--- src/rtl/g07_bus_pkg.sv ---
// Shared types and slave address map for the g07 shared bus.
// Each slave slot owns a 13-word window; slots are spaced 16 addresses apart.
package g07_bus_pkg;

    localparam int BUS_ADDR_W   = 64;
    localparam int BUS_DATA_W   = 32;
    localparam int NUM_SLOTS    = 15;
    localparam int DEFAULT_SLOT = 7;
    localparam int CNT_W        = 4;
    localparam int MAX_WAIT     = 15;

    typedef logic [BUS_ADDR_W-1:0] addr_t;
    typedef logic [BUS_DATA_W-1:0] data_t;

    typedef enum logic [1:0] {
        IDLE   = 2'd0,
        ACCESS = 2'd1,
        DONE   = 2'd2,
        HOLD   = 2'd3
    } resp_state_t;

    // Inclusive [base : limit] window for each slot.
    localparam addr_t SLOT_BASE [NUM_SLOTS] = '{
        64'hFFFE75C7, 64'hFFFE75D7, 64'hFFFE75E7, 64'hFFFE75F7, 64'hFFFE7607,
        64'hFFFE7617, 64'hFFFE7627, 64'hFFFE7637, 64'hFFFE7647, 64'hFFFE7657,
        64'hFFFE7667, 64'hFFFE7677, 64'hFFFE7687, 64'hFFFE7697, 64'hFFFE76A7
    };

    localparam addr_t SLOT_LIMIT [NUM_SLOTS] = '{
        64'hFFFE75D3, 64'hFFFE75E3, 64'hFFFE75F3, 64'hFFFE7603, 64'hFFFE7613,
        64'hFFFE7623, 64'hFFFE7633, 64'hFFFE7643, 64'hFFFE7653, 64'hFFFE7663,
        64'hFFFE7673, 64'hFFFE7683, 64'hFFFE7693, 64'hFFFE76A3, 64'hFFFE76B3
    };

    function automatic int idx_width(input int depth);
        return (depth > 1) ? $clog2(depth) : 1;
    endfunction

endpackage

--- src/rtl/g07_slave_responder_if.sv ---
// Arbiter-to-slave port of the g07 bus: request side driven by the arbiter,
// completion side driven by the responder.
interface g07_slave_responder_if #(
    parameter int ADDR_W = 64,
    parameter int DATA_W = 32
);
    logic              en;
    logic [ADDR_W-1:0] addr;
    logic              rw;
    logic [DATA_W-1:0] wdata;
    logic [DATA_W-1:0] rdata;
    logic              Tdone;
    logic              err;
    logic              busy;

    modport master (
        output en, addr, rw, wdata,
        input  rdata, Tdone, err, busy
    );

    modport slave (
        input  en, addr, rw, wdata,
        output rdata, Tdone, err, busy
    );
endinterface

--- src/rtl/g07_slave_mem.sv ---
// Single-port synchronous register file with a registered (1-cycle) read.
// Contents are intentionally not reset.
module g07_slave_mem
    import g07_bus_pkg::*;
#(
    parameter int DATA_W = 32,
    parameter int DEPTH  = 16,
    localparam int IDX_W = idx_width(DEPTH)
) (
    input  logic              clk,
    input  logic              we,
    input  logic [IDX_W-1:0]  idx,
    input  logic [DATA_W-1:0] wdata,
    output logic [DATA_W-1:0] rdata
);

    logic [DATA_W-1:0] mem [DEPTH];

    always_ff @(posedge clk) begin
        if (we) begin
            mem[idx] <= wdata;
        end
        rdata <= mem[idx];
    end

endmodule

--- src/rtl/g07_slave_responder.sv ---
// g07 bus slave endpoint: claims one address window, inserts WAIT_CYC wait
// states, then pulses Tdone (with err for out-of-window accesses).
module g07_slave_responder
    import g07_bus_pkg::*;
#(
    parameter int                ADDR_W     = 64,
    parameter int                DATA_W     = 32,
    parameter logic [ADDR_W-1:0] BASE_ADDR  = SLOT_BASE[DEFAULT_SLOT][ADDR_W-1:0],
    parameter logic [ADDR_W-1:0] LIMIT_ADDR = SLOT_LIMIT[DEFAULT_SLOT][ADDR_W-1:0],
    parameter int                DEPTH      = 16,
    parameter int                WAIT_CYC   = 2
) (
    input  logic                  sysClk,
    input  logic                  Breset,
    g07_slave_responder_if.slave  bus
);

    localparam int IDX_W = idx_width(DEPTH);

    if (LIMIT_ADDR < BASE_ADDR) begin : g_bad_order
        $error("g07_slave_responder: LIMIT_ADDR is below BASE_ADDR");
    end
    if ((LIMIT_ADDR - BASE_ADDR) >= ADDR_W'(DEPTH)) begin : g_bad_window
        $error("g07_slave_responder: address window larger than DEPTH");
    end
    if ((WAIT_CYC < 0) || (WAIT_CYC > MAX_WAIT)) begin : g_bad_wait
        $error("g07_slave_responder: WAIT_CYC out of range 0..15");
    end

    resp_state_t       state_q, state_d;
    logic [CNT_W-1:0]  cnt_q, cnt_d;
    logic [ADDR_W-1:0] addr_q;
    logic              rw_q;
    logic [DATA_W-1:0] wdata_q;
    logic              tdone_q, tdone_d;
    logic              err_q, err_d;
    logic [DATA_W-1:0] rdata_q, rdata_d;
    logic              latch;
    logic              in_range;
    logic              mem_we;
    logic [IDX_W-1:0]  mem_idx;
    logic [DATA_W-1:0] mem_rdata;

    assign in_range = (addr_q >= BASE_ADDR) && (addr_q <= LIMIT_ADDR);

    // In IDLE the RAM is addressed straight from the bus so that even with
    // zero wait states the read data is ready by the ACCESS->DONE edge.
    assign mem_idx = (state_q == IDLE) ? IDX_W'(bus.addr - BASE_ADDR)
                                       : IDX_W'(addr_q - BASE_ADDR);

    g07_slave_mem #(
        .DATA_W (DATA_W),
        .DEPTH  (DEPTH)
    ) u_mem (
        .clk   (sysClk),
        .we    (mem_we),
        .idx   (mem_idx),
        .wdata (wdata_q),
        .rdata (mem_rdata)
    );

    always_ff @(posedge sysClk or negedge Breset) begin
        if (!Breset) begin
            state_q <= IDLE;
            cnt_q   <= '0;
        end else begin
            state_q <= state_d;
            cnt_q   <= cnt_d;
        end
    end

    always_comb begin
        state_d = state_q;
        cnt_d   = cnt_q;
        tdone_d = 1'b0;
        err_d   = 1'b0;
        rdata_d = rdata_q;
        latch   = 1'b0;
        mem_we  = 1'b0;
        case (state_q)
            IDLE: begin
                if (bus.en) begin
                    latch   = 1'b1;
                    cnt_d   = CNT_W'(WAIT_CYC);
                    state_d = ACCESS;
                end
            end
            ACCESS: begin
                if (!bus.en) begin
                    cnt_d   = '0;
                    state_d = IDLE;
                end else if (cnt_q != '0) begin
                    cnt_d = cnt_q - 1'b1;
                end else begin
                    state_d = DONE;
                    tdone_d = 1'b1;
                    err_d   = !in_range;
                    if (in_range) begin
                        mem_we = rw_q;
                        if (!rw_q) begin
                            rdata_d = mem_rdata;
                        end
                    end else if (!rw_q) begin
                        rdata_d = '1;
                    end
                end
            end
            DONE: begin
                state_d = HOLD;
            end
            HOLD: begin
                // Wait for the arbiter to drop en so one grant is one transaction.
                if (!bus.en) begin
                    state_d = IDLE;
                end
            end
            default: begin
                state_d = IDLE;
            end
        endcase
    end

    always_ff @(posedge sysClk or negedge Breset) begin
        if (!Breset) begin
            tdone_q <= 1'b0;
            err_q   <= 1'b0;
            rdata_q <= '0;
            addr_q  <= '0;
            rw_q    <= 1'b0;
            wdata_q <= '0;
        end else begin
            tdone_q <= tdone_d;
            err_q   <= err_d;
            rdata_q <= rdata_d;
            if (latch) begin
                addr_q  <= bus.addr;
                rw_q    <= bus.rw;
                wdata_q <= bus.wdata;
            end
        end
    end

    assign bus.Tdone = tdone_q;
    assign bus.err   = err_q;
    assign bus.rdata = rdata_q;
    assign bus.busy  = (state_q != IDLE);

endmodule
--- src/flat_wrapper.sv ---
// flat-port wrapper written by rule: the top's interface ports become plain ports
module g07_slave_responder_flat import g07_bus_pkg::*;
#(
    parameter int                ADDR_W     = 64,
    parameter int                DATA_W     = 32,
    parameter logic [ADDR_W-1:0] BASE_ADDR  = SLOT_BASE[DEFAULT_SLOT][ADDR_W-1:0],
    parameter logic [ADDR_W-1:0] LIMIT_ADDR = SLOT_LIMIT[DEFAULT_SLOT][ADDR_W-1:0],
    parameter int                DEPTH      = 16,
    parameter int                WAIT_CYC   = 2
)
  (sysClk, Breset, bus_en, bus_addr, bus_rw, bus_wdata, bus_rdata, bus_Tdone, bus_err, bus_busy);
  g07_slave_responder_if #(.ADDR_W(ADDR_W), .DATA_W(DATA_W)) bus_i ();
  input  logic sysClk;
  input  logic Breset;
  input wire logic [$bits(bus_i.en)-1:0] bus_en;
  input wire logic [$bits(bus_i.addr)-1:0] bus_addr;
  input wire logic [$bits(bus_i.rw)-1:0] bus_rw;
  input wire logic [$bits(bus_i.wdata)-1:0] bus_wdata;
  output wire logic [$bits(bus_i.rdata)-1:0] bus_rdata;
  output wire logic [$bits(bus_i.Tdone)-1:0] bus_Tdone;
  output wire logic [$bits(bus_i.err)-1:0] bus_err;
  output wire logic [$bits(bus_i.busy)-1:0] bus_busy;
  assign bus_i.en = bus_en;
  assign bus_i.addr = bus_addr;
  assign bus_i.rw = bus_rw;
  assign bus_i.wdata = bus_wdata;
  assign bus_rdata = bus_i.rdata;
  assign bus_Tdone = bus_i.Tdone;
  assign bus_err = bus_i.err;
  assign bus_busy = bus_i.busy;
  g07_slave_responder #(.ADDR_W(ADDR_W), .DATA_W(DATA_W), .BASE_ADDR(BASE_ADDR), .LIMIT_ADDR(LIMIT_ADDR), .DEPTH(DEPTH), .WAIT_CYC(WAIT_CYC)) u_core (.sysClk(sysClk), .Breset(Breset), .bus(bus_i));
endmodule
--- config.mk ---
export PLATFORM = sky130hd
export DESIGN_NAME = g07_slave_responder_flat
export DESIGN_NICKNAME = d
export VERILOG_FILES = /design/src/rtl/g07_bus_pkg.sv /design/src/rtl/g07_slave_responder_if.sv /design/src/rtl/g07_slave_mem.sv /design/src/rtl/g07_slave_responder.sv /design/src/flat_wrapper.sv
export SDC_FILE = /design/constraint.sdc
export NUM_CORES = 1
export LEC_CHECK = 0
export CORE_MARGIN = 2
export CORE_UTILIZATION = 59
export DETAILED_ROUTE_END_ITERATION = 12
export HOLD_SLACK_MARGIN = 0.08
export PLACE_DENSITY = 0.79
export SETUP_SLACK_MARGIN = 0.5
export SYNTH_ARGS = -nofsm -noshare
export SYNTH_HDL_FRONTEND = slang
export SYNTH_HIERARCHICAL = 1
export SYNTH_SLANG_ARGS = --single-unit
--- constraint.sdc ---
create_clock -name sysClk -period 6 [get_ports sysClk]
set_clock_uncertainty 0.15 [all_clocks]
set_input_delay 1.5 -clock sysClk [delete_from_list [all_inputs] [get_ports sysClk]]
set_output_delay 1.5 -clock sysClk [all_outputs]
set_load 0.03 [all_outputs]
==> run metrics <==
Tcrit/Tclk final=0.724; crit-path leading delay family=buffers and inverters; Post-synth top cells=edfxtp_1 (512), dfrtp_1 (137), mux4_2 (128); CTS resizes=0; Root Driver=clkbuf_16; count leader, synth=edfxtp_1; metal3 WL=4430 um; placed wire-length estimate=31700 um; Post-synth ARST share=0.201; crit-path cells=clkdlybuf4s50_1 -> mux2i_4 -> buf_4 -> nand2b_1 -> nor2_4 -> buf_4; Synth Instances=1276; largest net degree at the start of global routing=105; Syn-to-layout area delta=17.6%; total core area=approximately 43000 um^2; WL final=55300 um; fill cell count=2506; IO Pins=135; Critical Path RT=6.12 ns; first-pass GRT wire length=roughly 84000 um; top post-synthesis cells by area=edfxtp_1 (60%), dfrtp_1 (13%), mux4_2 (11%), mux2_2 (4.3%), dfxtp_1 (2.5%); vias per cell=a little over 6; remaining routing DRC violations=0; WS Path Type=primary input to register; Worst-Margin Slew=1.09 ns; Reg area=19400 um^2; CTS sink cnt=around 700; drt first pass iters=5; fin. max-slew vios=0; share of cells above drive strength 1=0.262; Num CTS Buffers=68; initial antenna violation count=0; crit path time final=4.34 ns; main flop type after synthesis=edfxtp_1; Seq cells post-synth=681; unrepaired setup endpoints after global routing=no; Crit Path Max Fanout=48; pwr/cell area=around 560 nW/um^2; number of DRC markers in iteration 0=1576; grt ovf=0; Synth Net Count=1378; Most common cell on crit path=buf_4; Tot Pwr=16.7 mW; average wire per standard cell=26.5 um; Cell variety after synth=47; site row count=76; Peak supply drop=0.560 mV; H-tree levels=3; vias in the first global route=13700; post-route insts no fill=2088; Mapped Area=25500 um^2; Global Route Usage Sum=0.255; clk_lat worst skew=0.58 ns; Starting Density=0.594; EDFF count, synth=roughly 500; Worst path max stage delay=0.78 ns; P_leak=10.1 nW; status=complete, no violations; Post-CTS Setup Repair Bufs=0; # nets final=1552; Final Hold Fails=0; routability congestion estimate=between 0.7 and 0.8; Hold Path Class=register to register; sequential fraction of the synthesis area=0.763; detailed-route via count=roughly 13000; slowest cell on the critical path=buf_4; Final Setup Violations=0; critical path arrival=4.47 ns; Die W=around 210 um; Placed Cells=1965; Max Used Layer=met4; Worst Setup Start Kind=primary input; Mapped Avg Cell Area=20.0 um^2; area fraction of the dominant cell type after synthesis=0.603; CTS tree=done; Multi-input gate area=~5800 um^2; Setup TNS=0 ns; clock-pin slew of the registers on the worst-case setup and hold paths=0.06 ns; Diodes inserted=0; Die Y=about 210 um; Max-Cap Viols=0; Yosys top cell by area=edfxtp_1; DRT antenna net count=0; Slew Limit Headroom=0.271; hold buffers post-CTS=0; synth warn=6; die area=44900 um^2; WP buf/inv=3; metal1 wirelength=roughly 21000 um; crit end category=register; IO buf count=134; Bufs on Longest Clock Path=3; Max Freq=0.230 GHz; met2 wire length=28400 um
==> per-stage QoR <==
| stage | area, um^2 | setup slack (ns) | utilization | hold slack (ns) |
|---|---|---|---|---|
| floorplan | 25500 | 0.564 | - | 0.317 |
| global placement | 27800 | 1.10 | 0.648 | 0.330 |
| detailed placement | 27800 | 1.01 | 0.648 | 0.328 |
| CTS | 30000 | 1.61 | 0.699 | 0.342 |
| global route | 30000 | 1.46 | 0.699 | 0.360 |
| finish | 30000 | 1.66 | 0.699 | 0.342 |
==> logic make-up (layout without fill, tap and decap cells) <==
group	after synthesis	count (layout)	synth area share
DFF	681	681	0.763
muxes	229	229	0.158
and+or+nand+nor	172	172	0.0317
AOI/OAI and AO/OA	118	118	0.0313
buffers and inverters	72	299	0.0149
adders and majority gates	2	2	0.000982
xor gates and xnor gates	2	2	0.000687
==> worst min-delay path, stage by stage, from the launching register on <==
cell and delay (ns):
dfxtp_1 0.29, nor2_1 0.09, a21oi_1 0.07
==> state kept, by name, indices dropped and copies added, names as in the netlist, named ones only <==
register	cells
u_core/u_mem/mem	512
u_core/cnt_q	4
u_core/state_q	1
u_core/rw_q	1
u_core/bus.err	1
u_core/addr_q	64
u_core/u_mem/rdata	32
u_core/bus.rdata	32
u_core/bus.Tdone	1
u_core/wdata_q	32
==> cell usage in the layout (no fill, tap or decap), types with 2 or more instances in the layout <==
cell | synthesis | routed
clkinv_4 | 0 | 3
a21oi_2 | 5 | 5
dfxtp_1 | 32 | 32
clkinv_2 | 0 | 6
mux4_2 | 128 | 128
clkinvlp_4 | 0 | 5
nor4b_1 | 5 | 5
nand4b_1 | 2 | 2
nand2b_1 | 4 | 4
nor3_2 | 0 | 3
dfrtp_1 | 137 | 137
nor2b_2 | 0 | 2
mux2i_1 | 3 | 2
clkbuf_1 | 31 | 16
a22oi_1 | 64 | 64
nand4_1 | 2 | 2
buf_4 | 4 | 23
inv_1 | 7 | 7
a21oi_1 | 38 | 38
buf_12 | 0 | 12
nor2_1 | 82 | 68
clkinv_1 | 0 | 13
nor3_1 | 8 | 4
nor2_4 | 0 | 14
mux2_2 | 98 | 98
and3_2 | 2 | 2
edfxtp_1 | 512 | 512
clkbuf_8 | 0 | 3
nor4_1 | 6 | 6
bufinv_16 | 0 | 4
nand3b_1 | 3 | 3
clkbuf_16 | 0 | 73
and4_2 | 3 | 3
nand3_1 | 4 | 4
or3_1 | 3 | 3
clkdlybuf4s50_1 | 0 | 133
o21ai_0 | 4 | 4
nand2_1 | 38 | 38
==> area by class of cell <==
type                            count  area share
Clock buffer                       92      0.0643
Sequential cell                   681       0.649
Tap cell                          585      0.0244
Clock inverter                     31     0.00877
Inverter                            7    0.000877
Timing Repair Buffer              169      0.0586
Multi-Input combinational cell    523       0.194
==> final timing paths <==
check	slack [ns]	end	cells past startpoint	start
worst max-delay path	1.66	u_core/u_mem/mem[5][19]$_DFFE_PP_	6	bus_addr[0]
worst min-delay path	0.34	u_core/bus.rdata[16]$_DFFE_PN0P_	2	u_core/u_mem/rdata[16]$_DFF_P_
worst max register to register	1.93	u_core/u_mem/mem[5][19]$_DFFE_PP_	6	register
worst min register to register	0.34	u_core/bus.rdata[16]$_DFFE_PN0P_	2	u_core/u_mem/rdata[16]$_DFF_P_
max in group asynchronous	3.71	u_core/wdata_q[17]$_DFFE_PN0P_	2	Breset
min in group asynchronous	0.90	u_core/addr_q[50]$_DFFE_PN0P_	1	Breset
==> report_power, final <==
| group | internal, mW | leakage, nW | switching (mW) | total [mW] |
|---|---|---|---|---|
| logic | 2.53 | 2.62 | 2.95 | 5.48 |
| clock network | 2.43 | 1.05 | 1.72 | 4.15 |
| registers | 6.22 | 6.45 | 0.856 | 7.07 |
==> metal layers <==
metal,up-vias,GRT usage
li1,5474,-
met1,6767,0.350
met2,597,0.428
met3,94,0.0389
met4,0,0.0828
met5,-,0
(Power assumes the default switching activity.)
